**src/rtl/ps2_host_tx.sv**
```systemverilog
// PS/2 host-to-device transmitter.
// Sends one command byte to a PS/2 device with the request-to-send sequence:
// clock inhibit, start bit, eight data bits LSB first, odd parity, stop bit,
// then the device ack. Both lines are open-drain and are driven through
// output enables (1 = pull the line low).
// The pad inputs pass through a 2-FF synchronizer and a FILT-sample glitch
// filter. Falling edges of the filtered clock pace every bit after the start bit.
module ps2_host_tx #(
   parameter int unsigned INHIBIT_CYC = 5760,    // clock-low inhibit, in clk cycles
   parameter int unsigned START_TMO   = 720000,  // release -> first device fall
   parameter int unsigned XFER_TMO    = 96000,   // first device fall -> idle bus
   parameter int unsigned FILT        = 4        // equal samples needed to flip a line
) (
   input  logic       clk,
   input  logic       reset_n,
   input  logic       ps2_clk_i,
   input  logic       ps2_dat_i,
   output logic       ps2_clk_oe,
   output logic       ps2_dat_oe,
   input  logic [7:0] tx_data,
   input  logic       tx_start,
   output logic       busy,
   output logic       done,
   output logic       error
);

   // The timer is shared by all timed states, so it is sized for the longest limit.
   localparam int unsigned TMAX_A = (START_TMO > XFER_TMO) ? START_TMO : XFER_TMO;
   localparam int unsigned TMAX   = (TMAX_A > INHIBIT_CYC) ? TMAX_A : INHIBIT_CYC;
   localparam int unsigned TW     = $clog2(TMAX + 1);
   localparam int unsigned FW     = $clog2(FILT + 1);

   // Every timed state exits into a one-cycle state: RELEASE after INHIBIT and
   // FAIL after a timeout. The terminal count is therefore LIMIT-2. This keeps
   // the clock inhibited for exactly INHIBIT_CYC cycles. It also puts the done
   // pulse of a start timeout exactly START_TMO cycles after the clock is released.
   localparam logic [TW-1:0] INH_LAST   = TW'(INHIBIT_CYC - 2);
   localparam logic [TW-1:0] START_LAST = TW'(START_TMO - 2);
   localparam logic [TW-1:0] XFER_LAST  = TW'(XFER_TMO - 2);
   localparam logic [FW-1:0] FILT_LAST  = FW'(FILT - 1);

   typedef enum logic [3:0] {
      S_IDLE,
      S_INHIBIT,
      S_RELEASE,
      S_WAIT_FIRST,
      S_DATA,
      S_STOP,
      S_ACK,
      S_WAIT_IDLE,
      S_FAIL,
      S_DONE
   } state_e;

   // ------------------------------------------------------------------------
   // Input path: synchronizer, glitch filter, falling-edge detect.
   // Bit 0 carries the clock line and bit 1 carries the data line.
   // ------------------------------------------------------------------------
   logic [1:0]    sync1_q;
   logic [1:0]    sync2_q;
   logic [1:0]    filt_q;
   logic [FW-1:0] fcnt_q [2];
   logic          clk_prev_q;
   logic          fall_clk;

   // Synchronize both pad inputs, then flip each filtered line only after
   // FILT consecutive samples disagree with its current value.
   // NOTE: sequential state is written with non-blocking assignments only.
   // Every flop then sees the pre-edge value of every other flop, with no
   // dependence on statement order.
   always_ff @(posedge clk or negedge reset_n) begin
      if (!reset_n) begin
         // NOTE: the filter counters are a two-entry register array, not a RAM.
         // Resetting them is cheap, and it keeps the filter state defined while
         // the lines float high after reset.
         sync1_q    <= 2'b11;
         sync2_q    <= 2'b11;
         filt_q     <= 2'b11;
         fcnt_q[0]  <= '0;
         fcnt_q[1]  <= '0;
         clk_prev_q <= 1'b1;
      end else begin
         sync1_q    <= {ps2_dat_i, ps2_clk_i};
         sync2_q    <= sync1_q;
         clk_prev_q <= filt_q[0];
         for (int i = 0; i < 2; i++) begin
            if (sync2_q[i] == filt_q[i]) begin
               fcnt_q[i] <= '0;
            end else if (fcnt_q[i] == FILT_LAST) begin
               filt_q[i] <= sync2_q[i];
               fcnt_q[i] <= '0;
            end else begin
               fcnt_q[i] <= fcnt_q[i] + FW'(1);
            end
         end
      end
   end

   // One-cycle event for a filtered clock transition from 1 to 0.
   assign fall_clk = clk_prev_q & ~filt_q[0];

   // ------------------------------------------------------------------------
   // Transfer FSM and its datapath
   // ------------------------------------------------------------------------
   state_e        state_q,  state_d;
   logic [TW-1:0] timer_q,  timer_d;
   logic [7:0]    shift_q,  shift_d;
   logic          par_q,    par_d;
   logic [3:0]    bitcnt_q, bitcnt_d;
   logic          dat_q,    dat_d;     // pending data-line pull-down
   logic          err_q,    err_d;
   logic          xfer_exp;

   // State register and datapath registers. An asynchronous reset releases
   // the lines at once, even in the middle of a transfer.
   always_ff @(posedge clk or negedge reset_n) begin
      if (!reset_n) begin
         state_q  <= S_IDLE;
         timer_q  <= '0;
         shift_q  <= '0;
         par_q    <= 1'b0;
         bitcnt_q <= '0;
         dat_q    <= 1'b0;
         err_q    <= 1'b0;
      end else begin
         state_q  <= state_d;
         timer_q  <= timer_d;
         shift_q  <= shift_d;
         par_q    <= par_d;
         bitcnt_q <= bitcnt_d;
         dat_q    <= dat_d;
         err_q    <= err_d;
      end
   end

   // The transfer timeout runs continuously from the first device edge.
   // It is not restarted by later edges.
   assign xfer_exp = (timer_q == XFER_LAST);

   // Next-state and datapath logic. The timer free-runs unless a state clears it.
   always_comb begin
      // NOTE: every signal assigned here gets a default first. No path can
      // leave it unassigned, so no latch is inferred.
      state_d  = state_q;
      timer_d  = timer_q + TW'(1);
      shift_d  = shift_q;
      par_d    = par_q;
      bitcnt_d = bitcnt_q;
      dat_d    = dat_q;
      err_d    = err_q;

      case (state_q)
         S_IDLE: begin
            timer_d = '0;
            dat_d   = 1'b0;
            if (tx_start) begin
               shift_d  = tx_data;
               par_d    = ~^tx_data;          // odd parity over the data byte
               bitcnt_d = '0;
               err_d    = 1'b0;
               state_d  = S_INHIBIT;
            end
         end

         S_INHIBIT: begin
            if (timer_q == INH_LAST) begin
               dat_d   = 1'b1;                // start bit: data pulled low
               state_d = S_RELEASE;
            end
         end

         S_RELEASE: begin
            timer_d = '0;
            state_d = S_WAIT_FIRST;
         end

         S_WAIT_FIRST: begin
            if (fall_clk) begin
               dat_d    = ~shift_q[0];
               bitcnt_d = 4'd1;
               timer_d  = '0;
               state_d  = S_DATA;
            end else if (timer_q == START_LAST) begin
               state_d = S_FAIL;
            end
         end

         S_DATA: begin
            if (xfer_exp) begin
               state_d = S_FAIL;
            end else if (fall_clk) begin
               if (bitcnt_q == 4'd8) begin
                  dat_d   = ~par_q;
                  state_d = S_STOP;
               end else begin
                  dat_d    = ~shift_q[bitcnt_q[2:0]];
                  bitcnt_d = bitcnt_q + 4'd1;
               end
            end
         end

         S_STOP: begin
            if (xfer_exp) begin
               state_d = S_FAIL;
            end else if (fall_clk) begin
               dat_d   = 1'b0;                // stop bit: line released high
               state_d = S_ACK;
            end
         end

         S_ACK: begin
            if (xfer_exp) begin
               state_d = S_FAIL;
            end else if (fall_clk) begin
               err_d   = filt_q[1];           // device holds data low to ack
               state_d = S_WAIT_IDLE;
            end
         end

         S_WAIT_IDLE: begin
            if (xfer_exp) begin
               state_d = S_FAIL;
            end else if (&filt_q) begin
               state_d = S_DONE;
            end
         end

         S_FAIL: begin
            dat_d   = 1'b0;
            err_d   = 1'b1;
            state_d = S_DONE;
         end

         S_DONE: begin
            timer_d = '0;
            dat_d   = 1'b0;
            state_d = S_IDLE;
         end

         default: begin
            state_d = S_IDLE;
         end
      endcase
   end

   // Output decode. Only the states that own the bus may pull a line.
   always_comb begin
      ps2_clk_oe = 1'b0;
      ps2_dat_oe = 1'b0;
      case (state_q)
         S_INHIBIT: begin
            ps2_clk_oe = 1'b1;
         end
         S_RELEASE: begin
            ps2_clk_oe = 1'b1;
            ps2_dat_oe = dat_q;
         end
         S_WAIT_FIRST, S_DATA, S_STOP, S_ACK: begin
            ps2_dat_oe = dat_q;
         end
         default: begin
            ps2_clk_oe = 1'b0;
            ps2_dat_oe = 1'b0;
         end
      endcase
      busy  = (state_q != S_IDLE);
      done  = (state_q == S_DONE);
      error = err_q;
   end

endmodule

```
**config.mk**
```make
export PLATFORM = sky130hd
export DESIGN_NAME = ps2_host_tx
export DESIGN_NICKNAME = d
export VERILOG_FILES = /design/src/rtl/ps2_host_tx.sv
export SDC_FILE = /design/constraint.sdc
export NUM_CORES = 1
export LEC_CHECK = 0
export CORE_ASPECT_RATIO = 0.6
export CORE_MARGIN = 5
export CORE_UTILIZATION = 59
export DETAILED_ROUTE_END_ITERATION = 8
export PLACE_DENSITY = 0.83
export REMOVE_ABC_BUFFERS = 1
export SETUP_SLACK_MARGIN = 0.5
export SLEW_MARGIN = 20
export SYNTH_ARGS = -nofsm -noshare
export SYNTH_HDL_FRONTEND = slang
export SYNTH_SLANG_ARGS = --single-unit
```
**constraint.sdc**
```tcl
create_clock -name clk -period 2.7 [get_ports clk]
set_clock_uncertainty 0.15 [all_clocks]
set_input_delay 0.675 -clock clk [delete_from_list [all_inputs] [get_ports clk]]
set_output_delay 0.675 -clock clk [all_outputs]
set_load 0.01 [all_outputs]
```
==> metrics.md, run 1 <==
| Metric | Value |
|---|---|
| Hold WC Path Type | `primary input to asynchronous set/reset pin` |
| Startpoint Class | `flop` |
| Area grow syn2layout | `22.0%` |
| Slew @ Worst Pin | `approximately 0.59 ns` |
| Routed Wire Length | `6.88 mm` |
| N_diodes | `0` |
| Synth unique cells | `51` |
| Max Root-Sink Buffers | `2` |
| WS Path Type | `flop to flop` |
| Core footprint | `0.00459 sq mm` |
| Clock-pin slew on the worst setup and hold paths | `about 0.09 ns` |
| Fillers | `slightly below 300` |
| Pleak | `around 0.0015 uW` |
| Worst flop-to-flop path startpoint | `timer_q[12]` |
| Syn_area_per_cell | `~10 sq um` |
| Fin. Hold Viols | `0` |
| CP delay by family, top | `simple AND/OR/NAND/NOR gates` |
| Row cnt | `19` |
| Max FO, Critical Path | `5` |
| Largest stage delay, worst path | `about 0.61 ns` |
| Final Power | `3270 uW` |
| Vias in the first global route | `around 2200` |
| H-Tree Depth | `2` |
| Die Ht | `63.4 um` |
| Antenna violations before repair | `0` |
| Synthesis-stage register bit count | `52` |
| Crit. Startpoint | `timer_q[12]` |
| Pin count of the biggest net entering global routing | `47` |
| RSZ-0062 raised after global routing | `yes` |
| Latest clock arrival within the worst-skew pair | `roughly 0.31 ns` |
| CTS tree | `yes` |
| Root buf cell | `clkbuf_8` |
| Gpl congestion | `around 0.99` |
| Reg2reg setup slack | `0.31 ns` |
| Synth top area cells | `dfrtp_1 (40%), dfstp_2 (6.6%), xnor2_1 (5.9%)` |
| Final setup violation count | `0` |
| Drt initial violations | `between 150 and 200` |
| Port bufs | `17` |
| Post-Place Cells | `362` |
| Final min period | `2.39 ns` |
| Post-synth top area cell | `dfrtp_1` |
| Die area | `~0.0063 sq mm` |
| Main synth FF type | `dfrtp_1` |
| Total of warnings raised by yosys | `0` |
| Number of enable flip-flop cells after synthesis | `0` |
| Vias per inst | `around 6.0` |
| Part of the Yosys area used for sequential elements | `0.467` |
| Max VDD drop | `approximately 0.59 mV` |
| Critical path arrival | `around 2.5 ns` |
| Drt first pass iters | `5` |
| Layout cells sized above 1 | `0.279` |
| Synthesized area | `around 0.0028 sq mm` |
| Status | `finished, final reports clean` |
| Async S/R FF share, synth | `1.00` |
| Cts bufs inserted | `5` |
| DRC viols | `0` |
| Final HPWL DP | `between 4 and 5 mm` |
| Bufs and invs on worst path | `0` |
| Maximum clock frequency | `approximately 420 MHz` |
| Fin crit share | `0.883` |
| Syn Inst Count | `278` |
| Synth top area share | `0.402` |
| Placed inst area | `approximately 0.0031 sq mm` |
| First-pass GRT wire length | `between 10 and 15 mm` |
| Wirelength per Cell | `~18 um` |
| Starting Density | `0.611` |
| CTS sink count | `between 50 and 60` |
| Slew Limit Fails | `0` |
| Die X | `slightly below 100 um` |
| Worst R2R End | `state_q[1]` |
| Finished Layout Cells | `389` |
| Critical path capture point type | `flop` |
| Cell area after layout | `around 0.0034 sq mm` |
| Headroom to the max-slew limit | `0.609` |
| Maxcap violations | `0` |
| Grt ovf | `0` |
| Vias | `between 2000 and 2500` |
| Total GRT Usage | `0.213` |
| I/O pin count | `18` |
| Pwr per Cell Area | `approximately 950 mW/mm^2` |
| WHS | `~0.024 ns` |
| Layout Nets | `approximately 340` |
| Reg2reg path depth | `6` |
| Critical path required time | `around 2.8 ns` |
| Antenna-violating nets left | `0` |
| Critical path, cell by cell | `nor3b_1, nand3_2, or4_4, a311o_1, o31ai_2, a22o_1` |
| Slowest cell on crit path | `or4_4` |
| Setup TNS | `0 ns` |
[routing by layer]
| metal | track usage | vias to the layer above | share of wire |
|---|---|---|---|
| li1 | - | 1078 | - |
| met1 | 0.332 | 1103 | 0.46 |
| met2 | 0.287 | 129 | 0.42 |
| met3 | 0.0507 | 21 | 0.092 |
| met5 | 0 | - | 0 |
| met4 | 0.0681 | 0 | 0.027 |
[worst max-delay path by stage]
stage	end	slack, ns	depth (start not counted)
global route	state_q[1]	0.18	8
detailed placement	ps2_dat_oe	0.21	3
finish	state_q[1]	0.31	6
CTS	state_q[1]	0.40	8
floorplan	state_q[1]	0.32	8
global placement	ps2_dat_oe	0.21	3
[sequential cells by signal, indices dropped and copies added, names as in the netlist]
name	cells
bitcnt_q	4
clk_prev_q	1
dat_q	1
error	1
fcnt_q	6
filt_q	2
par_q	1
shift_q	8
state_q	4
sync1_q	2
sync2_q	2
timer_q	20
[synthesized netlist by cell type, types with 4 or more instances]
master   count
dfrtp_1     45
nor2_1      40
nand2_1     22
xnor2_1     19
nand3_1     15
mux2_2      12
o21ai_0     11
a21oi_1      9
inv_1        8
xor2_1       8
dfstp_2      7
ha_1         6
nor3_1       6
nor3b_1      6
a31oi_1      4
nand4_1      4
nor2b_1      4
nor4_1       4
[kinds of logic after synthesis]
logic type	count (synthesis)	share of synthesized area
compound gates	40	0.0955
xor+xnor	27	0.0843
fa+ha+maj	6	0.0268
buf+inv	17	0.0406
flops	52	0.467
mux	15	0.0678
simple gates	121	0.218
[stage by stage]
| step | utilization | setup WS [ns] |
|---|---|---|
| final | 0.746 | 0.315 |
| after global routing | 0.746 | 0.182 |
| after CTS | 0.705 | 0.398 |
| after detailed placement | 0.667 | 0.211 |
| after global placement | 0.667 | 0.211 |
| after floorplan | - | 0.317 |
[repair_timing]
action	in CTS	in global routing
buffers inserted	6	13
setup endpoints to repair	13	13
resized for setup	30	22
hold buffers	0	0
pin swaps	3	6
gates cloned	0	0
[worst reg2reg max path, stage by stage, from the launching register on]
cell	delay, ns
dfrtp_1	0.42
nor3b_1	0.25
nand3_2	0.19
or4_4	0.61
a311o_1	0.37
o31ai_2	0.20
a22o_1	0.15
[layout make-up]
cell class	instances	area, sq um	share of cell area
multi-input combinational	209	1490	0.437
clock buffer	5	68.8	0.0201
timing repair buffer	49	413	0.121
sequential	52	1320	0.384
inverter	8	30.0	0.00878
tap	63	78.8	0.0230
clock inverter	3	21.3	0.00622
[layout by cell type, fill, tap and decap left out, types with 2 or more instances in the layout]
master	netlist	routed
a21oi_1	9	9
a31oi_1	4	3
and2_1	3	2
and4_1	2	2
buf_2	0	5
buf_4	2	27
buf_6	3	4
clkbuf_8	2	5
clkdlybuf4s50_1	0	12
dfrtp_1	45	41
dfrtp_2	0	4
dfstp_2	7	7
ha_1	6	6
inv_1	8	7
mux2_2	12	12
mux4_2	2	2
nand2_1	22	21
nand2b_4	0	2
nand3_1	15	14
nand3b_1	2	2
nand4_1	4	4
nand4b_1	2	2
nor2_1	40	37
nor2_4	0	2
nor2b_1	4	3
nor3_1	6	6
nor3b_1	6	6
nor4_1	4	3
o21ai_0	11	8
o21ai_1	0	2
o31ai_1	2	2
or3_1	2	2
xnor2_1	19	19
xor2_1	8	8
[report_power, final]
part,internal (uW),switching [uW],total (uW)
registers,1020,193,1210
logic,778,826,1600
clock network,184,265,449
No activity file was read; power rests on OpenSTA's default activity.
==> run 2: changes to the inputs <==
Settings changed: CAP_MARGIN set to 20.
==> results of run 2 <==
The final DEF is identical to that of run 1; final timing and power are the same.
==> run 3: changes to the inputs <==
Settings changed: CORE_UTILIZATION 59 to 47, PLACE_DENSITY 0.83 to 0.7.
==> run 3 against run 2 <==
Net effect: hold slack better by 0.18 ns; power down 3.2%; sequential share of layout area up 0.53 points; sequential power about the same; global-route usage down 4.3 points; register-to-register slack better by 0.07 ns; maximum frequency up 3.2%; sequential cell count unchanged; via count down 7.1%; critical endpoint unchanged.
==> metrics.md, run 3 (synthesis results as in run 1) <==
| Metric | Value |
|---|---|
| Drt initial violations | `154 (was 168)` |
| Top Registers | `timer_q (20), shift_q (8), fcnt_q (6) (unchanged)` |
| Final min period | `2.31 ns (was 2.39 ns)` |
| WS Path Type | `flop to flop (unchanged)` |
| Final setup violation count | `0 (unchanged)` |
| Commonest non-fill, non-tap cell in the layout | `dfrtp_1 (unchanged)` |
| Layout cells sized above 1 | `0.248 (was 0.279)` |
| Root buf cell | `clkbuf_8 (unchanged)` |
| Startpoint Class | `flop (unchanged)` |
| Maximum clock frequency | `432 MHz (was 419 MHz)` |
| Grt ovf | `0 (unchanged)` |
| Pleak | `0.00140 uW (was 0.00145 uW)` |
| Fin crit share | `0.856 (was 0.883)` |
| Critical path arrival | `2.42 ns (was 2.48 ns)` |
| Wirelength per Cell | `15.6 um (was 17.7 um)` |
| Maxcap violations | `0 (unchanged)` |
| Pin count of the biggest net entering global routing | `31 (was 47)` |
| Antenna-violating nets left | `0 (unchanged)` |
| Reg2reg setup slack | `0.39 ns (was 0.31 ns)` |
| H-Tree Depth | `2 (unchanged)` |
| Bufs and invs on worst path | `1 (was 0)` |
| Slowest cell on crit path | `or4_4 (unchanged)` |
| Starting Density | `0.494 (was 0.611)` |
| Top reg by flops | `timer_q (unchanged)` |
| Setup TNS | `0 ns (unchanged)` |
| Critical path capture point type | `flop (unchanged)` |
| Die area | `0.00766 sq mm (was 0.00628 sq mm)` |
| Headroom to the max-slew limit | `0.623 (was 0.609)` |
| Slew Limit Fails | `0 (unchanged)` |
| Core footprint | `0.00568 sq mm (was 0.00459 sq mm)` |
| Die Ht | `69.8 um (was 63.4 um)` |
| Vias per inst | `5.43 (was 5.99)` |
| Layout Nets | `337 (was 344)` |
| WHS | `0.200 ns (was 0.0243 ns)` |
| Latest clock arrival within the worst-skew pair | `0.31 ns (about the same)` |
| I/O pin count | `18 (unchanged)` |
| Switch Pwr | `1200 uW (was 1280 uW)` |
| Max FO, Critical Path | `4 (was 5)` |
| Reg power frac | `0.380 (was 0.372)` |
| Total GRT Usage | `0.170 (was 0.213)` |
| Die X | `110 um (was 99 um)` |
| Most frequent cells in the layout | `dfrtp_1 (43), nor2_1 (39), nand2_1 (21) (was dfrtp_1 (41), nor2_1 (37), buf_4 (27))` |
| Layout Utilization | `0.593 (was 0.746)` |
| Gpl congestion | `0.916 (was 0.992)` |
| Switching share of power | `0.381 (was 0.393)` |
| Antenna violations before repair | `0 (unchanged)` |
| Slew @ Worst Pin | `0.565 ns (was 0.587 ns)` |
| DRC viols | `0 (unchanged)` |
| RSZ-0062 raised after global routing | `yes (unchanged)` |
| Final HPWL DP | `4.40 mm (was 4.37 mm)` |
| CTS tree | `yes (unchanged)` |
| Largest stage delay, worst path | `0.43 ns (was 0.61 ns)` |
| CTS sink count | `52 (unchanged)` |
| Vias in the first global route | `1983 (was 2162)` |
| CP delay by family, top | `simple AND/OR/NAND/NOR gates (unchanged)` |
| Drt first pass iters | `5 (unchanged)` |
| Internal cell power | `1960 uW (was 1980 uW)` |
| N_diodes | `0 (unchanged)` |
| Number of flip-flops under the largest register name | `20 (unchanged)` |
| CP Depth | `8 (was 6)` |
| Hold WC Path Type | `primary input to asynchronous set/reset pin (unchanged)` |
| Pwr per Cell Area | `939 mW/mm^2 (was 955 mW/mm^2)` |
| Port bufs | `17 (unchanged)` |
| Clock-pin slew on the worst setup and hold paths | `0.10 ns (was 0.09 ns)` |
| Logic pwr share | `0.473 (was 0.491)` |
| Routed Wire Length | `6.24 mm (was 6.88 mm)` |
| Critical path required time | `2.81 ns (was 2.80 ns)` |
| Vias | `2165 (was 2331)` |
| Reg2reg path depth | `8 (was 6)` |
| Critical path, cell by cell | `inv_1, ha_1, nand4b_1, or2_1, or4_4, a311o_1, o31ai_2, a22o_1 (was nor3b_1, nand3_2, or4_4, a311o_1, o31ai_2, a22o_1)` |
| Area grow syn2layout | `20.1% (was 22.0%)` |
| Status | `finished, final reports clean (unchanged)` |
| First-pass GRT wire length | `10.1 mm (was 10.7 mm)` |
| Cts bufs inserted | `5 (unchanged)` |
| Max Root-Sink Buffers | `2 (unchanged)` |
| Fin. Hold Viols | `0 (unchanged)` |
| Row cnt | `21 (was 19)` |
| Clock Power Share | `0.147 (was 0.138)` |
| Max VDD drop | `0.469 mV (was 0.589 mV)` |
[run 3: changes by cell type in the layout (fill, tap and decap cells not counted), sizes merged]
cell,previous run,this run
buf,37,30
clkbuf,5,7
clkinv,1,0
inv,9,8
[run 3: worst register-to-register path, stage by stage, from the launching register on]
cell      delay, ns
dfrtp_1        0.39
inv_1          0.06
ha_1           0.13
nand4b_1       0.11
or2_1          0.23
or4_4          0.43
a311o_1        0.39
o31ai_2        0.22
a22o_1         0.16
[run 3: power groups by stage]
stage                     clock, uW  sequential (uW)  combinational [uW]
final                           466             1200                1490
after global routing            516             1230                1640
after CTS                       474             1200                1340
after detailed placement          0             1220                1250
after global placement            0             1210                1240
after floorplan                   0             1210                 799
[run 3: per-layer routing]
layer / part of all wire / global-route usage / vias up
met2: 0.40 / 0.207 / 71
met1: 0.53 / 0.285 / 1021
met4: 0.0085 / 0.0332 / 0
met5: 0 / 0 / -
li1: - / - / 1068
met3: 0.060 / 0.0493 / 5
[run 3: worst paths after layout]
path | startpoint | to
worst min-delay path | reset_n | state_q[0]
worst max-delay path | timer_q[0] | state_q[1]
max in group asynchronous | reset_n | filt_q[1]
worst min register to register | sync1_q[0] | sync2_q[0]
min in group clk | sync1_q[0] | sync2_q[0]
worst max register to register | timer_q[0] | state_q[1]
[run 3: timing repair]
item / in CTS / in global routing
buffers inserted: 9 / 3
endpoints found under the hold margin: 0 / 0
gates resized for setup: 25 / 18
endpoints found under the setup margin: 10 / 12
hold buffers: 0 / 0
pin swaps: 7 / 5
gates cloned: 0 / 0
[run 3: area by class of cell]
cell class                 count  area [sq um]
clock inverter                 1          7.51
sequential                    52          1310
clock buffer                   7          86.3
tap                           80           100
inverter                       8          30.0
fill                         488          2310
multi-input combinational    209          1470
timing repair buffer          42           360
[run 3: stage by stage]
| step | instances | setup WS, ns | cell area (sq um) | power, uW |
|---|---|---|---|---|
| after CTS | 396 | 0.425 | 3270 | 3010 |
| after global placement | 379 | 0.181 | 3100 | 2440 |
| final | 399 | 0.388 | 3370 | 3160 |
| after global routing | 399 | 0.276 | 3370 | 3390 |
| after detailed placement | 379 | 0.166 | 3100 | 2470 |
| after floorplan | 269 | 0.317 | 2720 | 2010 |
